`src/rtl/multiplexed_display_controller.sv`:
```
// N-digit multiplexed seven-segment scanner with a single clock, frame-coherent
// input snapshots, PWM brightness, per-digit blink/dp masks and leading-zero blanking.
module multiplexed_display_controller #(
    parameter int unsigned NUMBER_OF_DIGITS            = 4,
    parameter int unsigned REFRESH_RATE_IN_HERTZ       = 500,
    parameter int unsigned BOARD_CLOCK_FREQUENCY_IN_HZ = 100_000_000,
    parameter int unsigned BLINK_RATE_IN_HERTZ         = 2,
    parameter int unsigned BRIGHTNESS_BITS             = 4,
    localparam int unsigned IW = (NUMBER_OF_DIGITS > 1) ? $clog2(NUMBER_OF_DIGITS) : 1
) (
    input  logic                            clk,
    input  logic                            rst,
    input  logic                            enable,
    input  logic [4*NUMBER_OF_DIGITS-1:0]   number,
    input  logic [NUMBER_OF_DIGITS-1:0]     dp_mask,
    input  logic [NUMBER_OF_DIGITS-1:0]     blink_mask,
    input  logic                            blank_leading_zeros,
    input  logic [BRIGHTNESS_BITS-1:0]      brightness,
    output logic [NUMBER_OF_DIGITS-1:0]     io_sel,
    output logic [7:0]                      io_seg,
    output logic [IW-1:0]                   digit_index,
    output logic                            frame_start
);

    localparam int unsigned TICKS_PER_DIGIT =
        BOARD_CLOCK_FREQUENCY_IN_HZ / REFRESH_RATE_IN_HERTZ / NUMBER_OF_DIGITS;
    localparam int unsigned SLOT_STEP         = TICKS_PER_DIGIT >> BRIGHTNESS_BITS;
    localparam int unsigned BLINK_HALF_PERIOD =
        BOARD_CLOCK_FREQUENCY_IN_HZ / (2 * BLINK_RATE_IN_HERTZ);
    localparam int unsigned TW = (TICKS_PER_DIGIT > 1) ? $clog2(TICKS_PER_DIGIT) : 1;
    localparam int unsigned BW = (BLINK_HALF_PERIOD > 1) ? $clog2(BLINK_HALF_PERIOD) : 1;
    localparam int unsigned NW = 4 * NUMBER_OF_DIGITS;

    // Active-low segment pattern {g,f,e,d,c,b,a} for a hex value
    function automatic logic [6:0] decode_hex(input logic [3:0] v);
        logic [6:0] s;
        case (v)
            4'h0:    s = 7'b1000000;
            4'h1:    s = 7'b1111001;
            4'h2:    s = 7'b0100100;
            4'h3:    s = 7'b0110000;
            4'h4:    s = 7'b0011001;
            4'h5:    s = 7'b0010010;
            4'h6:    s = 7'b0000010;
            4'h7:    s = 7'b1111000;
            4'h8:    s = 7'b0000000;
            4'h9:    s = 7'b0010000;
            4'hA:    s = 7'b0001000;
            4'hB:    s = 7'b0000011;
            4'hC:    s = 7'b1000110;
            4'hD:    s = 7'b0100001;
            4'hE:    s = 7'b0000110;
            default: s = 7'b0001110;
        endcase
        return s;
    endfunction

    logic [TW-1:0]              tick_q, tick_d;
    logic [IW-1:0]              idx_q, idx_d;
    logic [BW-1:0]              blink_cnt_q, blink_cnt_d;
    logic                       blink_phase_q, blink_phase_d;

    logic [NW-1:0]              num_snap_q;
    logic [NUMBER_OF_DIGITS-1:0] dp_snap_q, blink_snap_q;
    logic                       blank_snap_q;
    logic [BRIGHTNESS_BITS-1:0] bright_snap_q;

    logic [NUMBER_OF_DIGITS-1:0] io_sel_d;
    logic [7:0]                  io_seg_d;
    logic [IW-1:0]               digit_index_d;
    logic                        frame_start_d;

    logic                        snap_load;
    logic [NW-1:0]               num_eff;
    logic [NUMBER_OF_DIGITS-1:0] dp_eff, blink_eff;
    logic                        blank_eff;
    logic [BRIGHTNESS_BITS-1:0]  bright_eff;

    logic [NUMBER_OF_DIGITS-1:0] lz_vec;
    logic                        zero_above;
    logic [3:0]                  cur_digit;
    logic                        cur_dp, cur_blink, cur_blank;
    logic [31:0]                 duty_limit;
    logic                        lit;

    // Scan counters and free-running blink timer
    always_comb begin
        tick_d        = tick_q + TW'(1);
        idx_d         = idx_q;
        blink_cnt_d   = blink_cnt_q + BW'(1);
        blink_phase_d = blink_phase_q;
        if (tick_q == TW'(TICKS_PER_DIGIT - 1)) begin
            tick_d = '0;
            idx_d  = (idx_q == IW'(NUMBER_OF_DIGITS - 1)) ? '0 : idx_q + IW'(1);
        end
        if (blink_cnt_q == BW'(BLINK_HALF_PERIOD - 1)) begin
            blink_cnt_d   = '0;
            blink_phase_d = ~blink_phase_q;
        end
    end

    // The (0,0) slot is displayed from the values being captured that same
    // cycle, so the whole frame, including its first cycle, sees one snapshot.
    always_comb begin
        snap_load  = (idx_q == '0) && (tick_q == '0);
        num_eff    = snap_load ? number              : num_snap_q;
        dp_eff     = snap_load ? dp_mask             : dp_snap_q;
        blink_eff  = snap_load ? blink_mask          : blink_snap_q;
        blank_eff  = snap_load ? blank_leading_zeros : blank_snap_q;
        bright_eff = snap_load ? brightness          : bright_snap_q;
    end

    // Output decode for the digit at the current (index, tick)
    always_comb begin
        lz_vec     = '0;
        zero_above = 1'b1;
        for (int i = NUMBER_OF_DIGITS - 1; i >= 1; i--) begin
            if (zero_above && (num_eff[4*i +: 4] == 4'd0)) begin
                lz_vec[i] = 1'b1;
            end else begin
                zero_above = 1'b0;
            end
        end

        cur_digit = '0;
        cur_dp    = 1'b0;
        cur_blink = 1'b0;
        cur_blank = 1'b0;
        for (int i = 0; i < NUMBER_OF_DIGITS; i++) begin
            if (idx_q == IW'(i)) begin
                cur_digit = num_eff[4*i +: 4];
                cur_dp    = dp_eff[i];
                cur_blink = blink_eff[i];
                cur_blank = lz_vec[i];
            end
        end

        duty_limit = (32'(bright_eff) + 32'd1) * 32'(SLOT_STEP);
        lit        = enable && (32'(tick_q) < duty_limit) && !(cur_blink && !blink_phase_q);

        io_sel_d = '1;
        for (int i = 0; i < NUMBER_OF_DIGITS; i++) begin
            if (lit && (idx_q == IW'(i))) begin
                io_sel_d[i] = 1'b0;
            end
        end

        io_seg_d      = {~cur_dp, (blank_eff && cur_blank) ? 7'h7F : decode_hex(cur_digit)};
        digit_index_d = idx_q;
        frame_start_d = snap_load;
    end

    // State, snapshot and output registers with synchronous active-low reset
    always_ff @(posedge clk) begin
        if (!rst) begin
            tick_q        <= '0;
            idx_q         <= '0;
            blink_cnt_q   <= '0;
            blink_phase_q <= 1'b1;
            num_snap_q    <= '0;
            dp_snap_q     <= '0;
            blink_snap_q  <= '0;
            blank_snap_q  <= 1'b0;
            bright_snap_q <= '0;
            io_sel        <= '1;
            io_seg        <= 8'hFF;
            digit_index   <= '0;
            frame_start   <= 1'b0;
        end else begin
            tick_q        <= tick_d;
            idx_q         <= idx_d;
            blink_cnt_q   <= blink_cnt_d;
            blink_phase_q <= blink_phase_d;
            if (snap_load) begin
                num_snap_q    <= number;
                dp_snap_q     <= dp_mask;
                blink_snap_q  <= blink_mask;
                blank_snap_q  <= blank_leading_zeros;
                bright_snap_q <= brightness;
            end
            io_sel        <= io_sel_d;
            io_seg        <= io_seg_d;
            digit_index   <= digit_index_d;
            frame_start   <= frame_start_d;
        end
    end

endmodule

```
`config.mk`:
```
export PLATFORM = sky130hd
export DESIGN_NAME = multiplexed_display_controller
export DESIGN_NICKNAME = d
export VERILOG_FILES = /design/src/rtl/multiplexed_display_controller.sv
export SDC_FILE = /design/constraint.sdc
export NUM_CORES = 1
export LEC_CHECK = 0
export ABC_CLOCK_PERIOD_IN_PS = 5600
export CORE_MARGIN = 1
export CORE_UTILIZATION = 53
export DETAILED_ROUTE_END_ITERATION = 8
export GPL_TIMING_DRIVEN = 1
export PLACE_DENSITY = 0.74
export RECOVER_POWER = 100
export SYNTH_ARGS = -nofsm -noshare
export SYNTH_HDL_FRONTEND = slang
export SYNTH_SLANG_ARGS = --single-unit
export TNS_END_PERCENT = 1
```
`constraint.sdc`:
```
create_clock -name clk -period 5.6 [get_ports clk]
set_input_delay 0.56 -clock clk [delete_from_list [all_inputs] [get_ports clk]]
set_output_delay 0.56 -clock clk [all_outputs]
set_load 0.01 [all_outputs]
```
# Word level (Yosys, flattened, before mapping)
# Memories as Yosys holds them, arrays and structs flattened. A register that Yosys moved wholly into a read port is not among the register bits.
# Index checks and enable logic that the tools add are counted.
[op_classes]
magnitude_cmp = 1
n_mul = 1
addsub = 4
muxes = 29
n_bitwise = 3
eq_ne = 5
n_reduce_logical = 21
[op_table]
columns = ["operator", "n"]
rows = [
  ["two-way mux 4 bit", 7],
  ["adder 25 x 1 -> 25 bit (second input constant)", 1],
  ["== test 25 bit (second input constant)", 1],
  ["two-way mux 1 bit", 20],
  ["< comparator 16 x 17 -> 1 bit", 1],
  ["multiplier 5 x 12 -> 17 bit (second input constant)", 1],
  ["adder 16 x 1 -> 16 bit (second input constant)", 1],
  ["== test 16 bit (second input constant)", 1],
  ["zero test 16 bit", 1],
  ["two-way mux 16 bit", 1],
  ["zero test 4 bit", 3],
  ["logical AND 1 bit", 11],
  ["OR reduction 2 bit", 3],
  ["adder 4 x 1 -> 5 bit (second input constant)", 1],
  ["== test 2 bit (second input constant)", 2],
  ["NOT 1 bit", 3],
  ["adder 2 x 1 -> 2 bit (second input constant)", 1],
  ["== test 2 x 1 -> 1 bit (second input constant)", 1],
  ["zero test 1 bit", 2],
  ["zero test 2 bit", 1],
  ["two-way mux 2 bit", 1],
]
[word_totals]
rom_bits = 112
mem_count = 1
regBits = 81
out_inout_bits = 15
in_bits = 32
[memory_table]
columns = ["name", "words", "width", "rd", "rd_clocked_by_memory_dff", "wr", "line_no", "text"]
rows = [
  ["(no name shown)", 16, 7, 1, 1, 0, "37", "case (v)"],
]

# Longest topological paths before layout
[depth]
ltp_word = 14
mapped_depth = 30
ltp_nobuf = 28

# Worst setup path after synthesis
# Ideal clock, no wire load.
[synth_path]
path_kind = "register to register"
from = "reg tick_q[2]"
to = "reg io_sel[3]"
path_stages_with_launch = 30
period_less_slack_ps = 5989
setup_time_ps = 131
required_time_ps = 5469
arrival_time_ps = 5859
slack_ps = -389
cell_sequence = "dfxtp_1 nor4_2 and4_1 buf_6 nand3_2 and2_2 buf_2 inv_1 ha_1 nor3b_1 ha_1 xor2_1 ha_1 ha_1 ha_1 a21o_1 a21oi_1 o21bai_1 a21oi_1 o21a_1 o41ai_1 a21oi_1 xor2_1 ha_1 nor4_1 o21ai_0 a211oi_1 o31a_1 o41a_2 nand2_1"
[synth_between]
word_cells_on_any_way = 17
classes_between = "add/sub (1); mul (1); order compare (1); mux (7); reduce/logical (7)"
[synth_rtl]
columns = ["item", "line_no", "text"]
rows = [
  ["start: declaration", "58", "logic [TW-1:0] tick_q, tick_d;"],
  ["start signal: assignment", "170", "tick_q <= tick_d;"],
  ["zero test 16 bit", "105", "snap_load = (idx_q == '0) && (tick_q == '0);"],
  ["logical AND 1 bit", "105", ""],
  ["two-way mux 4 bit", "n/a", ""],
  ["named net bright_eff[0]", "77", "logic [BRIGHTNESS_BITS-1:0] bright_eff;"],
  ["adder 4 x 1 -> 5 bit", "138", "duty_limit = (32'(bright_eff) + 32'd1) * 32'(SLOT_STEP);"],
  ["multiplier 5 x 12 -> 17 bit", "138", ""],
  ["< comparator 16 x 17 -> 1 bit", "139", "lit = enable && (32'(tick_q) < duty_limit) && !(cur_blink && !blink_phase_q);"],
  ["logical AND 1 bit (2 in a row)", "139", ""],
  ["logical AND 1 bit", "143", "if (lit && (idx_q == IW'(i))) begin"],
  ["two-way mux 1 bit", "143", ""],
  ["end signal: assignment", "181", "io_sel <= io_sel_d;"],
  ["end: declaration", "19", "output logic [NUMBER_OF_DIGITS-1:0] io_sel,"],
]
# The timed path passes the listed nets, and every way through them passes these cells.
# A chain may end at the register's enable or synchronous reset.

# Worst setup path in the final report
[layout_path]
from = "reg tick_q[14]"
to = "reg io_sel[2]"
# Same word-level chain as after synthesis.

==> impl_results.md <==
- Maximum number of pins on one net before global-route repair: 43
- Synth area leaders: sky130_fd_sc_hd__dfxtp_1 34%, sky130_fd_sc_hd__ha_1 14%, sky130_fd_sc_hd__xor2_1 5.4%
- Switching power total: 0.640 mW
- Critical Path Max Stage Delay: 0.52 ns
- Cell type with the highest aggregate area in the netlist: sky130_fd_sc_hd__dfxtp_1
- Detail-routed net length per standard cell: 16.0 um
- Worst min-delay path category: reg2reg
- Instance count of the mapped netlist: 588
- Area grow syn2layout: 27.8%
- Horizontal die dimension: 101 um
- Post-Route WL: 13300 um
- CTS tree: built
- Overall power: 1.93 mW
- Total of flip-flops plus latches after synthesis: 88
- Internal power consumption: 1.29 mW
- Worst slew pin tran: 1.49 ns
- Share of total power in the clock network: 26.0%
- Required time of the worst setup path: 5.89 ns
- Post-route setup slack: -0.0731 ns
- Core box area: 9370 um2
- Worst-case register-to-register setup slack: -0.07 ns
- Violated checks: setup timing
- Post-Synthesis Net Count: 681
- Number of cells on the worst reg-to-reg path: 28
- Count of max-cap constraint violations: 0
- Total setup violations reported at the end of the flow: 5
- Distinct cells, synth: 62
- Mean instance size in the synthesized netlist: 8.85 um2
- Worst vdd rail ir drop: 0.219 mV
- CP Launch Type: flop
- Highest fanout seen on the critical path: 4
- Ports placed on the boundary: 47
- Worst path arrival time: 5.97 ns
- Vias after detailed routing: 4669
- Dominant register cell in the synthesized netlist: sky130_fd_sc_hd__dfxtp_1
- Critical Path End Type: flop
- Area fraction of the dominant cell type after synthesis: 33.9%
- Number of core rows: 35
- Worst hold margin: 0.487 ns
- CTS H-tree depth: 3
- Number of endpoints with negative hold slack in the final report: 0
- Drt via density: 5.61
- Fin. max-slew vios: 0
- Grt total ovfl: 0
- Reg power frac: 34.9%
- Filler cells: 734
- Final clock period utilization by the worst path: 101%
- Static leakage power: 2.90 nW
- Max Freq: 176 MHz
- Antenna violations before repair: 0
- Yosys warns: 0
- Net count of the finished layout: 791
- Critical path class: reg2reg
- Post-Synthesis Cell Area: 5200 um2
- Clock buffers created by TritonCTS: 9
- Outcome: finished with violations
- Worst-case clock buffer depth: 2
- Fraction of final layout cells with drive strength greater than 1: 17.5%
- Sequential share of the synthesized area: 33.9%
- Top library cells by usage in the layout, fill and taps aside: 87 x sky130_fd_sc_hd__dfxtp_1, 65 x sky130_fd_sc_hd__buf_4, 51 x sky130_fd_sc_hd__nor2_1, 51 x sky130_fd_sc_hd__ha_1, 48 x sky130_fd_sc_hd__nand2_1
- Clock root buffer: sky130_fd_sc_hd__clkbuf_8
- Gp weighted congestion: 0.937
- Diode count: 0
- Post-synth EDFFs: 0
- Worst max-slew margin expressed relative to the limit: 0.860%
- Final critical path time including I/O delays and setup: 5.67 ns
- Cell with the largest stage delay on the worst path: sky130_fd_sc_hd__fa_1
- Most common library cell in the layout ignoring fill and taps: sky130_fd_sc_hd__dfxtp_1
- Power per Cell Area: 290 nW/um2
- FFs w/ async S/R, synth: 0%
- Initial core utilization: 55.5%
- Clock-pin slew of the registers on the worst-case setup and hold paths: 0.09 ns
- Number of global-route vias before repair: 4670
- RSZ-0062 raised after global routing: true
- Die Ht: 101 um
- Clock net sink count: 88
- Detailed router's first-iteration violation count: 232
- Number of buffers inserted by port buffering: 46
- Detailed-placement wirelength estimate: 9050 um
- Launch point of the worst path: tick_q[14]
- CP Capture Point: io_sel[2]
- Sw Share: 33.2%
- Detailed Routing Iterations Pass 1: 4
- DRT antenna net count: 0
- Combined global-route utilization of all metal layers: 26.8%
- Insertion delay to the later sink of the worst-skew pair: 0.36 ns
- Fin Clk Skew: 0.0167 ns
- Worst reg2reg path endpoint: io_sel[2]
- RR Startpoint: tick_q[14]
- Logic pwr share: 39.1%
- Global-route wire length before repair: 21400 um
- DR DRC count: 0
- Overall die area: 10200 um2
[power groups by stage]
stage                     clock, mW  combinational (mW)  sequential, mW
final                         0.502               0.754           0.673
after global routing          0.532               0.822           0.676
after CTS                     0.505               0.734           0.673
after detailed placement          0               0.614           0.687
after global placement            0               0.592           0.686
after floorplan                   0               0.424           0.690
[synthesized netlist by cell type, drive strengths merged, types with 2 or more instances]
cell	count
or2	4
inv	29
clkbuf	9
dfxtp	88
a221oi	3
a211o	2
xor2	32
ha	60
nand4	8
o211ai	6
nor3	11
a211oi	2
o21ai	23
nor4b	2
nand2	48
o21bai	2
nand3	26
or3	8
a31oi	2
mux2i	25
a21boi	12
a21oi	22
nand2b	6
and3	9
and2	9
nor2	52
buf	8
or4	3
o21a	4
o221ai	4
nor2b	22
a21o	6
nor4	11
xnor2	14
[worst min-delay path by stage]
stage | cells after the start | end | from | slack [ns]
2_1_floorplan | 1 | tick_q[0] | tick_q[0] | 0.43
3_3_place_gp | 2 | num_snap_q[3] | num_snap_q[3] | 0.45
3_5_place_dp | 2 | dp_snap_q[1] | dp_snap_q[1] | 0.47
4_1_cts | 2 | dp_snap_q[1] | dp_snap_q[1] | 0.48
5_1_grt | 2 | num_snap_q[11] | num_snap_q[11] | 0.53
6_report | 2 | dp_snap_q[1] | dp_snap_q[1] | 0.49
[metal layers]
metal / track usage [%] / vias to the layer above / wire length [um]
met2: 46.8 / 129 / 6490
met3: 4.79 / 48 / 570
met1: 31.1 / 2211 / 5730
met5: 0 / - / 0
met4: 13.9 / 0 / 532
li1: - / 2281 / -
[through the flow]
| step | setup WS, ns | utilization [%] | area, um2 | setup TNS, ns | std cells |
|---|---|---|---|---|---|
| 2_1_floorplan | 0.0138 | - | 5240 | 0 | 588 |
| 3_3_place_gp | -0.0433 | 64.1 | 6000 | -0.124 | 779 |
| 3_5_place_dp | -0.306 | 64.1 | 6000 | -1.17 | 779 |
| 4_1_cts | 0.0109 | 70.7 | 6630 | 0 | 830 |
| 5_1_grt | -0.328 | 70.9 | 6650 | -1.66 | 832 |
| 6_report | -0.0731 | 70.9 | 6650 | -0.273 | 832 |
[what timing repair did]
| item | in CTS | in global routing |
|---|---|---|
| pin swaps | 17 | 6 |
| setup buffers | 36 | 2 |
| resized for setup | 23 | 8 |
| setup endpoints to repair | 4 | 11 |
| hold buffers | 0 | 0 |
[layout make-up]
type                    count  area [um2]  area share [%]
multi-input cells         454        3410            51.4
repair buffers            116         975            14.7
flip-flops and latches     88        1760            26.5
well taps                 129         161            2.43
inverters                  29         109            1.64
clock buffers               9         124            1.86
clock inverters             7         101            1.52
[cells by family (layout without fill, tap and decap cells)]
| logic type | count (synthesis) | after routing | synth area share, % |
|---|---|---|---|
| and+or+nand+nor | 225 | 225 | 22.3 |
| AOI/OAI and AO/OA | 97 | 97 | 12.4 |
| xor gates and xnor gates | 46 | 46 | 7.75 |
| buffers and inverters | 46 | 161 | 4.09 |
| DFF | 88 | 88 | 33.9 |
| adders and majority gates | 61 | 61 | 14.8 |
| muxes | 25 | 25 | 4.81 |
[worst max-delay path: cells and delay by family, from the launching register on]
kind                     cells  cell delay, ns
XOR/XNOR                     2            0.25
flip-flops                   1            0.35
adder cells (fa/ha/maj)      5            1.50
multiplexers                 1            0.29
AO/OA/AOI/OAI               11            1.83
AND/OR/NAND/NOR              4            0.88
buffers and inverters        5            0.49
[sequential cells by signal, indices dropped and copies added (netlist names)]
register and cells:
digit_index 2, num_snap_q 16, blank_snap_q 1, blink_cnt_q 25, digit_index_d 2, blink_snap_q 4, io_seg 8, tick_q 16
bright_snap_q 4, io_sel 4, dp_snap_q 4, blink_phase_q 1, frame_start 1
Power figures use the tool's default switching activity.
